`src/rtl/sobel_pkg.sv`:
```
// sobel_pkg
// Shared definitions for the Sobel gradient engine:
//   - state_e   : controller state encoding (exposed on the debug port)
//   - GRAD_W    : width of the signed Gx/Gy gradients (+/-1020)
//   - MAG_W     : width of the unsigned |Gx|+|Gy| sum (max 2040)
//   - SAT_LIMIT : value the output pixel saturates to
//   - abs_grad  : magnitude of a signed gradient, zero-extended to MAG_W
package sobel_pkg;

  typedef enum logic [2:0] {
    ST_IDLE,
    ST_SCAN,
    ST_RD,
    ST_LAST,
    ST_CALC,
    ST_WR,
    ST_DONE
  } state_e;

  localparam int GRAD_W    = 11;
  localparam int MAG_W     = 12;
  localparam int SAT_LIMIT = 255;
  localparam int NUM_TAPS  = 9;

  // Gradients never reach -1024, so the two's-complement negation below
  // cannot overflow and the result is always a true magnitude.
  function automatic logic [MAG_W-1:0] abs_grad(input logic signed [GRAD_W-1:0] g);
    logic [GRAD_W-1:0] u;
    u = g[GRAD_W-1] ? (~g + 1'b1) : g;
    return MAG_W'(u);
  endfunction

endpackage

```
`src/rtl/sobel_kernel.sv`:
```
// sobel_kernel
// Combinational 3x3 Sobel operator. Taps are numbered p[r*3+c] with r the
// row (top to bottom) and c the column (left to right). Produces the
// clamped gradient magnitude min(|Gx|+|Gy|, SAT_LIMIT).
// Ports:
//   taps_i : nine neighbourhood pixels, tap k in taps_i[k]
//   pix_o  : clamped magnitude
module sobel_kernel
  import sobel_pkg::*;
#(
  parameter int DATA_WIDTH = 8
) (
  input  logic [NUM_TAPS-1:0][DATA_WIDTH-1:0] taps_i,
  output logic [DATA_WIDTH-1:0]               pix_o
);

  logic [GRAD_W-1:0]        gx_pos, gx_neg, gy_pos, gy_neg;
  logic signed [GRAD_W-1:0] gx, gy;
  logic [MAG_W-1:0]         mag;

  function automatic logic [GRAD_W-1:0] ext(input logic [DATA_WIDTH-1:0] p);
    return GRAD_W'(p);
  endfunction

  // Each weighted half-sum is at most 4*255 = 1020, so it fits unsigned in
  // GRAD_W-1 bits and the difference is a valid signed GRAD_W value.
  always_comb begin
    gx_pos = ext(taps_i[2]) + (ext(taps_i[5]) << 1) + ext(taps_i[8]);
    gx_neg = ext(taps_i[0]) + (ext(taps_i[3]) << 1) + ext(taps_i[6]);
    gy_pos = ext(taps_i[6]) + (ext(taps_i[7]) << 1) + ext(taps_i[8]);
    gy_neg = ext(taps_i[0]) + (ext(taps_i[1]) << 1) + ext(taps_i[2]);
    gx     = signed'(gx_pos - gx_neg);
    gy     = signed'(gy_pos - gy_neg);
    mag    = abs_grad(gx) + abs_grad(gy);
    pix_o  = (mag > MAG_W'(SAT_LIMIT)) ? DATA_WIDTH'(SAT_LIMIT) : mag[DATA_WIDTH-1:0];
  end

endmodule

```
`src/rtl/sobel_core.sv`:
```
// sobel_core
// Frame-level Sobel engine. On start it walks the frame in raster order:
// border pixels are written as 0 without reading the source; interior
// pixels read their 3x3 neighbourhood one tap per cycle, run the kernel
// and write the clamped magnitude.
// Ports:
//   clk, reset       : clock, asynchronous active-high reset
//   start            : one-cycle frame request, honoured only in IDLE
//   busy, done       : frame in progress / one-cycle completion pulse
//   src_addr, src_ce : source RAM read port (1-cycle latency)
//   src_q            : source read data
//   dst_addr, dst_ce, dst_we, dst_d : result RAM write port
//   state_dbg        : current controller state
// Handshake: src_q is sampled the cycle after src_ce was high; a result
// write happens in every cycle where dst_ce and dst_we are both high.
// All outputs are registered.
module sobel_core
  import sobel_pkg::*;
#(
  parameter int DATA_WIDTH = 8,
  parameter int ADDR_WIDTH = 16,
  parameter int IMG_W      = 256,
  parameter int IMG_H      = 256
) (
  input  logic                  clk,
  input  logic                  reset,
  input  logic                  start,
  output logic                  busy,
  output logic                  done,
  output logic [ADDR_WIDTH-1:0] src_addr,
  output logic                  src_ce,
  input  logic [DATA_WIDTH-1:0] src_q,
  output logic [ADDR_WIDTH-1:0] dst_addr,
  output logic                  dst_ce,
  output logic                  dst_we,
  output logic [DATA_WIDTH-1:0] dst_d,
  output state_e                state_dbg
);

  localparam logic [ADDR_WIDTH-1:0] X_MAX = ADDR_WIDTH'(IMG_W - 1);
  localparam logic [ADDR_WIDTH-1:0] Y_MAX = ADDR_WIDTH'(IMG_H - 1);
  localparam logic [ADDR_WIDTH-1:0] ROW1  = ADDR_WIDTH'(IMG_W);
  localparam logic [ADDR_WIDTH-1:0] ROW2  = ADDR_WIDTH'(2 * IMG_W);
  localparam logic [3:0]            K_LAST = 4'(NUM_TAPS - 1);

  state_e                             state_q;
  logic [3:0]                         k_q, k_d;
  logic [ADDR_WIDTH-1:0]              x_q, y_q, x_d, y_d;
  logic [ADDR_WIDTH-1:0]              pix_addr_q;
  logic [NUM_TAPS-1:0][DATA_WIDTH-1:0] taps_q;
  logic                               busy_q, done_q, src_ce_q, dst_ce_q, dst_we_q;
  logic [ADDR_WIDTH-1:0]              src_addr_q, dst_addr_q, tap_addr_d;
  logic [DATA_WIDTH-1:0]              dst_d_q, kern_pix;
  logic [ADDR_WIDTH-1:0]              row_off;
  logic [3:0]                         col_off;
  logic                               is_border, is_last;

  sobel_kernel #(
    .DATA_WIDTH(DATA_WIDTH)
  ) u_kernel (
    .taps_i(taps_q),
    .pix_o (kern_pix)
  );

  always_comb begin
    is_border = (x_q == '0) || (x_q == X_MAX) || (y_q == '0) || (y_q == Y_MAX);
    is_last   = (x_q == X_MAX) && (y_q == Y_MAX);
    if (x_q == X_MAX) begin
      x_d = '0;
      y_d = y_q + 1'b1;
    end else begin
      x_d = x_q + 1'b1;
      y_d = y_q;
    end
  end

  // Address of the next tap to issue: tap 0 when leaving SCAN, otherwise
  // the one after the tap currently in flight. The neighbourhood origin
  // (x-1, y-1) sits one row and one column before the centre pixel;
  // interior pixels never underflow this subtraction.
  always_comb begin
    k_d = (state_q == ST_SCAN) ? 4'd0 : k_q + 4'd1;
    if (k_d >= 4'd6) begin
      row_off = ROW2;
      col_off = k_d - 4'd6;
    end else if (k_d >= 4'd3) begin
      row_off = ROW1;
      col_off = k_d - 4'd3;
    end else begin
      row_off = '0;
      col_off = k_d;
    end
    tap_addr_d = pix_addr_q - ROW1 - ADDR_WIDTH'(1) + row_off + ADDR_WIDTH'(col_off);
  end

  always_ff @(posedge clk or posedge reset) begin
    if (reset) begin
      state_q    <= ST_IDLE;
      k_q        <= '0;
      x_q        <= '0;
      y_q        <= '0;
      pix_addr_q <= '0;
      taps_q     <= '0;
      busy_q     <= 1'b0;
      done_q     <= 1'b0;
      src_ce_q   <= 1'b0;
      src_addr_q <= '0;
      dst_ce_q   <= 1'b0;
      dst_we_q   <= 1'b0;
      dst_addr_q <= '0;
      dst_d_q    <= '0;
    end else begin
      case (state_q)
        ST_IDLE: begin
          if (start) begin
            state_q <= ST_SCAN;
            busy_q  <= 1'b1;
          end
        end
        ST_SCAN: begin
          if (is_border) begin
            state_q    <= ST_WR;
            dst_ce_q   <= 1'b1;
            dst_we_q   <= 1'b1;
            dst_addr_q <= pix_addr_q;
            dst_d_q    <= '0;
          end else begin
            state_q    <= ST_RD;
            k_q        <= k_d;
            src_ce_q   <= 1'b1;
            src_addr_q <= tap_addr_d;
          end
        end
        ST_RD: begin
          // Data for tap k-1 is on src_q while tap k is being issued.
          if (k_q != 4'd0) begin
            taps_q[k_q - 4'd1] <= src_q;
          end
          if (k_q == K_LAST) begin
            state_q  <= ST_LAST;
            src_ce_q <= 1'b0;
          end else begin
            k_q        <= k_d;
            src_addr_q <= tap_addr_d;
          end
        end
        ST_LAST: begin
          taps_q[NUM_TAPS-1] <= src_q;
          state_q            <= ST_CALC;
        end
        ST_CALC: begin
          state_q    <= ST_WR;
          dst_d_q    <= kern_pix;
          dst_ce_q   <= 1'b1;
          dst_we_q   <= 1'b1;
          dst_addr_q <= pix_addr_q;
        end
        ST_WR: begin
          dst_ce_q <= 1'b0;
          dst_we_q <= 1'b0;
          if (is_last) begin
            state_q    <= ST_DONE;
            done_q     <= 1'b1;
            x_q        <= '0;
            y_q        <= '0;
            pix_addr_q <= '0;
          end else begin
            state_q    <= ST_SCAN;
            x_q        <= x_d;
            y_q        <= y_d;
            pix_addr_q <= pix_addr_q + 1'b1;
          end
        end
        ST_DONE: begin
          state_q <= ST_IDLE;
          done_q  <= 1'b0;
          busy_q  <= 1'b0;
        end
        default: state_q <= ST_IDLE;
      endcase
    end
  end

  assign busy      = busy_q;
  assign done      = done_q;
  assign src_ce    = src_ce_q;
  assign src_addr  = src_addr_q;
  assign dst_ce    = dst_ce_q;
  assign dst_we    = dst_we_q;
  assign dst_addr  = dst_addr_q;
  assign dst_d     = dst_d_q;
  assign state_dbg = state_q;

endmodule

```
`config.mk`:
```
export PLATFORM = sky130hd
export DESIGN_NAME = sobel_core
export DESIGN_NICKNAME = d
export VERILOG_FILES = /design/src/rtl/sobel_pkg.sv /design/src/rtl/sobel_kernel.sv /design/src/rtl/sobel_core.sv
export SDC_FILE = /design/constraint.sdc
export NUM_CORES = 1
export LEC_CHECK = 0
export CAP_MARGIN = 20
export CORE_UTILIZATION = 50
export CTS_BUF_LIST = sky130_fd_sc_hd__clkbuf_2
export DETAILED_ROUTE_END_ITERATION = 12
export PLACE_DENSITY = 0.64
export SYNTH_ARGS = -nofsm -noshare
export SYNTH_HDL_FRONTEND = slang
export SYNTH_SLANG_ARGS = --single-unit
export TNS_END_PERCENT = 20
```
`constraint.sdc`:
```
create_clock -name clk -period 13.4 [get_ports clk]
set_input_delay 2.68 -clock clk [delete_from_list [all_inputs] [get_ports clk]]
set_output_delay 2.68 -clock clk [all_outputs]
set_load 0.02 [all_outputs]
```
## After elaboration in Yosys (flattened, before gate mapping)

Index checks and enable logic that the tools add are counted.

- Word-level logic and storage cells: 136
- Bits in registers: 171
- Output and inout bits: 48
- Input bits: 11

- $lt $le $gt $ge: 5
- $add $sub $neg: 24
- Multiplexer cells: 42
- Equality and inequality tests: 16
- Reductions and logical operators: 26
- Bitwise logic cells: 2

Operators with widths:

| kind | number |
|---|---|
| two-way mux 16 bit | 8 |
| bitwise mux 72 bit | 1 |
| two-way mux 72 bit | 1 |
| case mux 16 bit (2 select lines) | 2 |
| adder 16 x 1 -> 16 bit (second input constant) | 3 |
| adder 11 x 8 -> 11 bit | 4 |
| adder 8 x 9 -> 10 bit | 4 |
| demux 8 bit (select 4 bit) | 1 |
| equality test 16 x 8 -> 1 bit (second input constant) | 2 |
| logical NOT 16 bit | 2 |
| case mux 8 bit (2 select lines) | 2 |
| two-way mux 8 bit | 3 |
| adder 11 x 1 -> 11 bit (second input constant) | 2 |
| two-way mux 11 bit | 2 |
| inverter 11 bit | 2 |
| subtractor 11 bit | 2 |
| two-way mux 4 bit | 5 |
| case mux 3 bit (6 select lines) | 1 |
| adder 16 bit | 1 |
| adder 16 x 4 -> 16 bit | 1 |
| AND reduction 2 bit | 8 |
| subtractor 16 x 1 -> 16 bit (second input constant) | 1 |
| subtractor 16 x 9 -> 16 bit (second input constant) | 1 |
| != test 2 bit (second input constant) | 7 |
| other kinds (28) | 49 |

## Longest topological paths before layout

- Depth after elaboration: 10
- Mapped depth: 28
- Mapped depth without buffers: 28

## Hierarchy

From an unflattened synthesis, not the netlist that was laid out.

- Cells, all modules: 1153
- Area, all modules: 11911.4 um2

Modules (own cells, without submodules):

| module | instances | cells each | area an instance (um2) |
|---|---|---|---|
| sobel_core | 1 | 735 | 8413.1 |
| sobel_kernel | 1 | 418 | 3498.4 |

## Least setup slack after synthesis

Ideal clock, no wire load.

- Kind: flip-flop to flip-flop
- From: reg taps_q[1] (netlist bit)
- To: reg dst_d_q[0], in the netlist dst_d[0]
- Stages on the path, launching flop included: 26
- Data arrival time: 6018 ps
- Buffers on the path: 0
- Slack: 7256 ps
- Cell sequence: dfrtp_1 -> ha_1 -> fa_1 -> a21o_1 -> a21oi_1 -> o21bai_1 -> a21oi_1 -> xor2_1 -> fa_1 -> inv_1 -> fa_1 -> inv_1 -> ha_1 -> or4_1 -> o22ai_1 -> mux2i_1 -> and2_1 -> a21oi_1 -> fa_1 -> a21o_1 -> a21oi_1 -> o21bai_1 -> a21oi_1 -> mux2i_1 -> a31oi_1 -> a221o_1

- Cells in the longest elaborated chain, start to end: 10
- Elaborated cells between the ends (all ways): 16

Ends and longest elaborated chain:

| what | line | source |
|---|---|---|
| from (decl) | sobel_core.sv:50 | `logic [NUM_TAPS-1:0][DATA_WIDTH-1:0] taps_q;` |
| from (signal, indexed assignment) | sobel_core.sv:137 | `taps_q[k_q - 4'd1] <= src_q;` |
| from (signal, indexed assignment) | sobel_core.sv:148 | `taps_q[NUM_TAPS-1] <= src_q;` |
| adder 8 x 9 -> 10 bit (on tied branches) | sobel_kernel.sv:29, sobel_kernel.sv:31 |  |
| adder 11 x 8 -> 11 bit (on tied branches) | sobel_kernel.sv:29, sobel_kernel.sv:31 |  |
| subtractor 11 bit (on tied branches) | sobel_kernel.sv:32, sobel_kernel.sv:33 |  |
| inverter 11 bit | sobel_pkg.sv:29 | `u = g[GRAD_W-1] ? (~g + 1'b1) : g;` |
| adder 11 x 1 -> 11 bit | sobel_pkg.sv:29 |  |
| two-way mux 11 bit | sobel_pkg.sv:29 |  |
| adder 11 x 11 -> 12 bit * | sobel_kernel.sv:34 | `mag = abs_grad(gx) + abs_grad(gy);` |
| > comparator 12 x 8 -> 1 bit | sobel_kernel.sv:35 | `pix_o = (mag > MAG_W'(SAT_LIMIT)) ? DATA_WIDTH'(SAT_LIMIT) : mag[DATA_WIDTH-1:0];` |
| two-way mux 8 bit * | sobel_kernel.sv:35 |  |
| case mux 8 bit (2 select lines) * | sobel_core.sv:113 | `case (state_q)` |
| to (signal assigned) | sobel_core.sv:153 | `dst_d_q <= kern_pix;` |
| to (decl) | sobel_core.sv:53 | `logic [DATA_WIDTH-1:0] dst_d_q, kern_pix;` |

Every way passes the cells marked *; elsewhere a longest branch is shown, timed or not.
A chain may end at the register's enable or synchronous reset.

## Worst setup path after layout

- From: reg taps_q[1] (netlist bit)
- To: reg dst_d_q[5], in the netlist dst_d[5]

The elaborated chain is that of the path after synthesis.

==> Flow_metrics.wiki <==
{| class="wikitable"
! Metric !! Value
|-
| Number of max-capacitance violations reported || 0
|-
| Maximum operating frequency || 0.1461 GHz
|-
| Fraction of the mapped netlist area in simple logic gates || 0.1263
|-
| Number of routed nets with antenna violations || 0
|-
| Buffers on Ports || 58
|-
| Final worst-path cycle share || 0.5109
|-
| TritonCTS clock tree || built
|-
| Static power due to leakage || 6.006 nW
|-
| Switching part of the total power || 0.4922
|-
| Combinational fraction of design power || 0.718
|-
| Tightest slew margin relative to the limit || 0.3066
|-
| Share of synthesized area spent on multiplexers || 0.07237
|-
| Synth Warn # || 0
|-
| Proportion of synthesized chip area in sequential cells || 0.3521
|-
| Dominant combinational cell family by area after synthesis || adder cells
|-
| Count of routing violations after the opening detailed-route iteration || 484
|-
| Largest net degree at the start of global routing || 104
|-
| Number of levels in the clock H-tree || 4
|-
| CP endpoint kind || flop
|-
| Post-CTS sizing || 0
|-
| Status || complete, no violations
|-
| Number of hold-repair buffers added at the cts stage || 0
|-
| Synth-to-layout area growth || 10.30%
|-
| Number of enable-type register cells in the synthesized netlist || 0
|-
| Die height || 154.2 µm
|-
| Sequential power share || 0.187
|-
| Die Outline Area || 0.02378 mm²
|-
| Post-synthesis share of cell area spent on full adders, half adders and majority gates || 0.1856
|-
| First-pass DRT Iterations || 5
|-
| Global Route Usage Sum || 0.2182
|-
| Share of final-layout standard cells stronger than drive strength 1 || 0.1033
|-
| Kind of critical path || reg2reg
|-
| Setup TNS after final layout || 0 ns
|-
| DR vias || 8419
|-
| Num ports || 59
|-
| HP Class || reg2reg
|-
| Hold_ws || 0.4921 ns
|-
| GRT overflow || 0
|-
| Initial antenna violation count || 1
|-
| DR vias/cell || 5.485
|-
| Setup repair after global routing missed its margin || false
|-
| Net count of the mapped netlist || 1330
|-
| Die extent in x || 154.2 µm
|-
| Net load switching power || 1.560 mW
|-
| Inserted Clock Buffers || 17
|-
| Rows || 55
|-
| Count of buffers added by post-CTS timing repair for setup || 0
|-
| Netlist area before placement || 0.01158 mm²
|-
| Per-instance average area after synthesis || 9.901 µm²
|-
| Internal power summed over all cells || 1.610 mW
|-
| Least-Margin Pin Slew || 1.038 ns
|-
| Routability Congestion || 0.8593
|-
| Clock power frac || 0.094
|-
| DR WL/cell || 15.73 µm
|-
| Count of nets after finishing || 1396
|-
| Setup clock skew after layout || 0.07595 ns
|-
| Crit path launch type || flop
|-
| Data arrival time at the worst-slack endpoint || 7.55 ns
|-
| Xor and xnor area share after synthesis || 0.08998
|-
| Sum of routed wire length over all layers || 24140 µm
|-
| Setup violators final || 0
|-
| Power Density || 248.1 mW/mm²
|-
| Maximum VDD drop || 272.9 µV
|-
| Share of synthesized registers carrying an async set or reset || 1.000
|-
| CTS Buffer Depth || 2
|-
| Placed wire-length estimate after detailed placement || 18340 µm
|-
| Number of fill cells in the layout || 2022
|-
| Sinks on Clock Net || 163
|-
| Core Area || 0.02271 mm²
|-
| Synth Register Bits || 163
|-
| Final Hold Viols || 0
|-
| First-pass GRT wire length || 41300 µm
|-
| Clock Latency Late Sink || 0.80 ns
|-
| Minimum period implied by the final worst setup slack || 6.845 ns
|-
| Starting density of the core || 0.5101
|-
| Number of standard cells after synthesis || 1170
|-
| Maximum fanout along the worst path || 8
|-
| Ys flop type || sky130_fd_sc_hd__dfrtp_1
|-
| Residual DRC count || 0
|-
| WP data required || 14.10 ns
|-
| Clk pin slew, worst setup/hold paths || 0.30 ns
|-
| Via count of the first global-routing pass || 8477
|-
| Cell variety after synth || 73
|-
| Max-slew violation count || 0
|-
| Cell chosen for the clock root || sky130_fd_sc_hd__clkbuf_2
|-
| Utilization after layout || 0.5626
|-
| Compound-gate portion of the synthesized area || 0.1264
|}
==> synthesized netlist by cell type, types with 3 or more instances <==
master,n,area [µm²]
sky130_fd_sc_hd__dfrtp_1,163,4079
sky130_fd_sc_hd__inv_1,123,461.7
sky130_fd_sc_hd__ha_1,111,1389
sky130_fd_sc_hd__nand2_1,86,322.8
sky130_fd_sc_hd__nor2_1,80,300.3
sky130_fd_sc_hd__xnor2_1,77,674.4
sky130_fd_sc_hd__mux2_2,68,765.7
sky130_fd_sc_hd__a21oi_1,62,310.3
sky130_fd_sc_hd__o21ai_0,55,275.3
sky130_fd_sc_hd__xor2_1,42,367.9
sky130_fd_sc_hd__fa_1,38,760.7
sky130_fd_sc_hd__nand3_1,28,140.1
sky130_fd_sc_hd__nor3_1,18,90.09
sky130_fd_sc_hd__a21o_1,17,127.6
sky130_fd_sc_hd__and3_1,16,100.1
sky130_fd_sc_hd__o21ai_1,14,70.07
sky130_fd_sc_hd__o21a_1,11,82.58
sky130_fd_sc_hd__a211oi_1,9,67.56
sky130_fd_sc_hd__a221o_1,9,90.09
sky130_fd_sc_hd__a31oi_1,8,50.05
sky130_fd_sc_hd__nor2b_1,8,50.05
sky130_fd_sc_hd__clkbuf_1,7,26.28
sky130_fd_sc_hd__nand2b_1,7,43.79
sky130_fd_sc_hd__nand4_1,7,43.79
sky130_fd_sc_hd__nor4_1,7,43.79
sky130_fd_sc_hd__buf_2,6,30.03
sky130_fd_sc_hd__o21bai_1,6,45.04
sky130_fd_sc_hd__o31ai_1,6,45.04
sky130_fd_sc_hd__or3_1,6,37.54
sky130_fd_sc_hd__a21boi_0,5,37.54
sky130_fd_sc_hd__and2_1,5,31.28
sky130_fd_sc_hd__and4_1,4,35.03
sky130_fd_sc_hd__o211ai_1,4,30.03
sky130_fd_sc_hd__o22ai_1,4,25.02
sky130_fd_sc_hd__or4_1,4,30.03
sky130_fd_sc_hd__a21oi_2,3,26.28
sky130_fd_sc_hd__or2_2,3,18.77
==> worst max-delay path, stage by stage (launching register included) <==
cell                       delay (ns)
sky130_fd_sc_hd__dfrtp_1         0.47
sky130_fd_sc_hd__ha_1            0.24
sky130_fd_sc_hd__fa_1            0.40
sky130_fd_sc_hd__a21o_1          0.20
sky130_fd_sc_hd__a21oi_1         0.21
sky130_fd_sc_hd__o21bai_1        0.09
sky130_fd_sc_hd__a21oi_1         0.22
sky130_fd_sc_hd__xor2_1          0.14
sky130_fd_sc_hd__fa_1            0.52
sky130_fd_sc_hd__inv_1           0.05
sky130_fd_sc_hd__fa_1            0.49
sky130_fd_sc_hd__inv_1           0.04
sky130_fd_sc_hd__ha_1            0.21
sky130_fd_sc_hd__or4_1           0.51
sky130_fd_sc_hd__o22ai_1         0.24
sky130_fd_sc_hd__mux2i_1         0.24
sky130_fd_sc_hd__and2_1          0.24
sky130_fd_sc_hd__nor2_1          0.07
sky130_fd_sc_hd__a21oi_1         0.25
sky130_fd_sc_hd__ha_1            0.29
sky130_fd_sc_hd__a21o_1          0.15
sky130_fd_sc_hd__a21o_1          0.20
sky130_fd_sc_hd__a21oi_1         0.32
sky130_fd_sc_hd__o311a_1         0.19
sky130_fd_sc_hd__nor3_1          0.05
sky130_fd_sc_hd__a31oi_1         0.55
sky130_fd_sc_hd__a221o_1         0.21
==> state kept, by name, indices dropped and copies added (netlist names) <==
register / flops
y_q: 16
done: 1
taps_q: 64
dst_we: 1
x_q: 16
src_addr: 16
dst_addr: 16
pix_addr_q: 16
src_ce: 1
dst_d: 8
state_dbg: 3
k_q: 4
busy: 1
==> per-stage QoR <==
step	total power, mW	instances	cell area [µm²]	setup slack (ns)
after floorplan	2.416	1170	11580	6.315
after global placement	2.856	1502	12500	6.773
after detailed placement	2.867	1502	12500	6.607
after CTS	3.184	1534	12770	6.504
after global routing	3.495	1535	12780	6.014
final	3.170	1535	12780	6.555
==> power by group through the flow <==
stage               combinational [mW]  sequential, mW  clock [mW]
floorplan                         1.80           0.613           0
global placement                  2.25           0.602           0
detailed placement                2.27           0.601           0
CTS                               2.28           0.594       0.311
global route                      2.57           0.602       0.327
finish                            2.28           0.594       0.299
==> layout by cell type (no fill, tap or decap), types with 18 or more instances in the layout <==
cell type / count
sky130_fd_sc_hd__a21oi_1: 62
sky130_fd_sc_hd__nor3_1: 18
sky130_fd_sc_hd__fa_1: 38
sky130_fd_sc_hd__ha_1: 111
sky130_fd_sc_hd__inv_1: 122
sky130_fd_sc_hd__xor2_1: 42
sky130_fd_sc_hd__nor2_1: 80
sky130_fd_sc_hd__o21ai_0: 55
sky130_fd_sc_hd__nand2_1: 86
sky130_fd_sc_hd__mux2_2: 68
sky130_fd_sc_hd__nand3_1: 28
sky130_fd_sc_hd__xnor2_1: 77
sky130_fd_sc_hd__dfrtp_1: 163
sky130_fd_sc_hd__clkdlybuf4s50_1: 58
==> cell type report <==
| class | instances | area [µm²] | share of cell area |
|---|---|---|---|
| well taps | 285 | 356.6 | 0.02791 |
| clock inverters | 15 | 193.9 | 0.01518 |
| clock buffers | 17 | 85.08 | 0.006659 |
| inverters | 123 | 466.7 | 0.03653 |
| diodes | 1 | 2.502 | 0.0001958 |
| flip-flops and latches | 163 | 4079 | 0.3192 |
| multi-input cells | 868 | 6975 | 0.5459 |
| repair buffers | 63 | 618.1 | 0.04837 |
==> cells by family after synthesis <==
logic type / count (synthesis)
adders and majority gates: 149
DFF: 163
AOI/OAI and AO/OA: 230
buffers and inverters: 139
muxes: 74
and+or+nand+nor: 296
xor gates and xnor gates: 119
==> routing by layer <==
| metal | routed length, µm | track usage |
|---|---|---|
| met1 | 11450 | 0.2854 |
| met2 | 11600 | 0.3762 |
| met3 | 757 | 0.03839 |
| met4 | 344 | 0.05143 |
| met5 | 0 | 0 |
==> worst paths after layout <==
path                           start       end  slack (ns)  cells after the start
max in group asynchronous      reset  dst_d[5]        9.58                      3
min reg2reg                  y_q[15]   y_q[15]        0.49                      1
min                          y_q[15]   y_q[15]        0.49                      1
max                        taps_q[1]  dst_d[5]        6.55                     26
min in group asynchronous      reset    y_q[0]        2.41                      2
max reg2reg                taps_q[1]  dst_d[5]        6.55                     26
(Power assumes the default switching activity.)
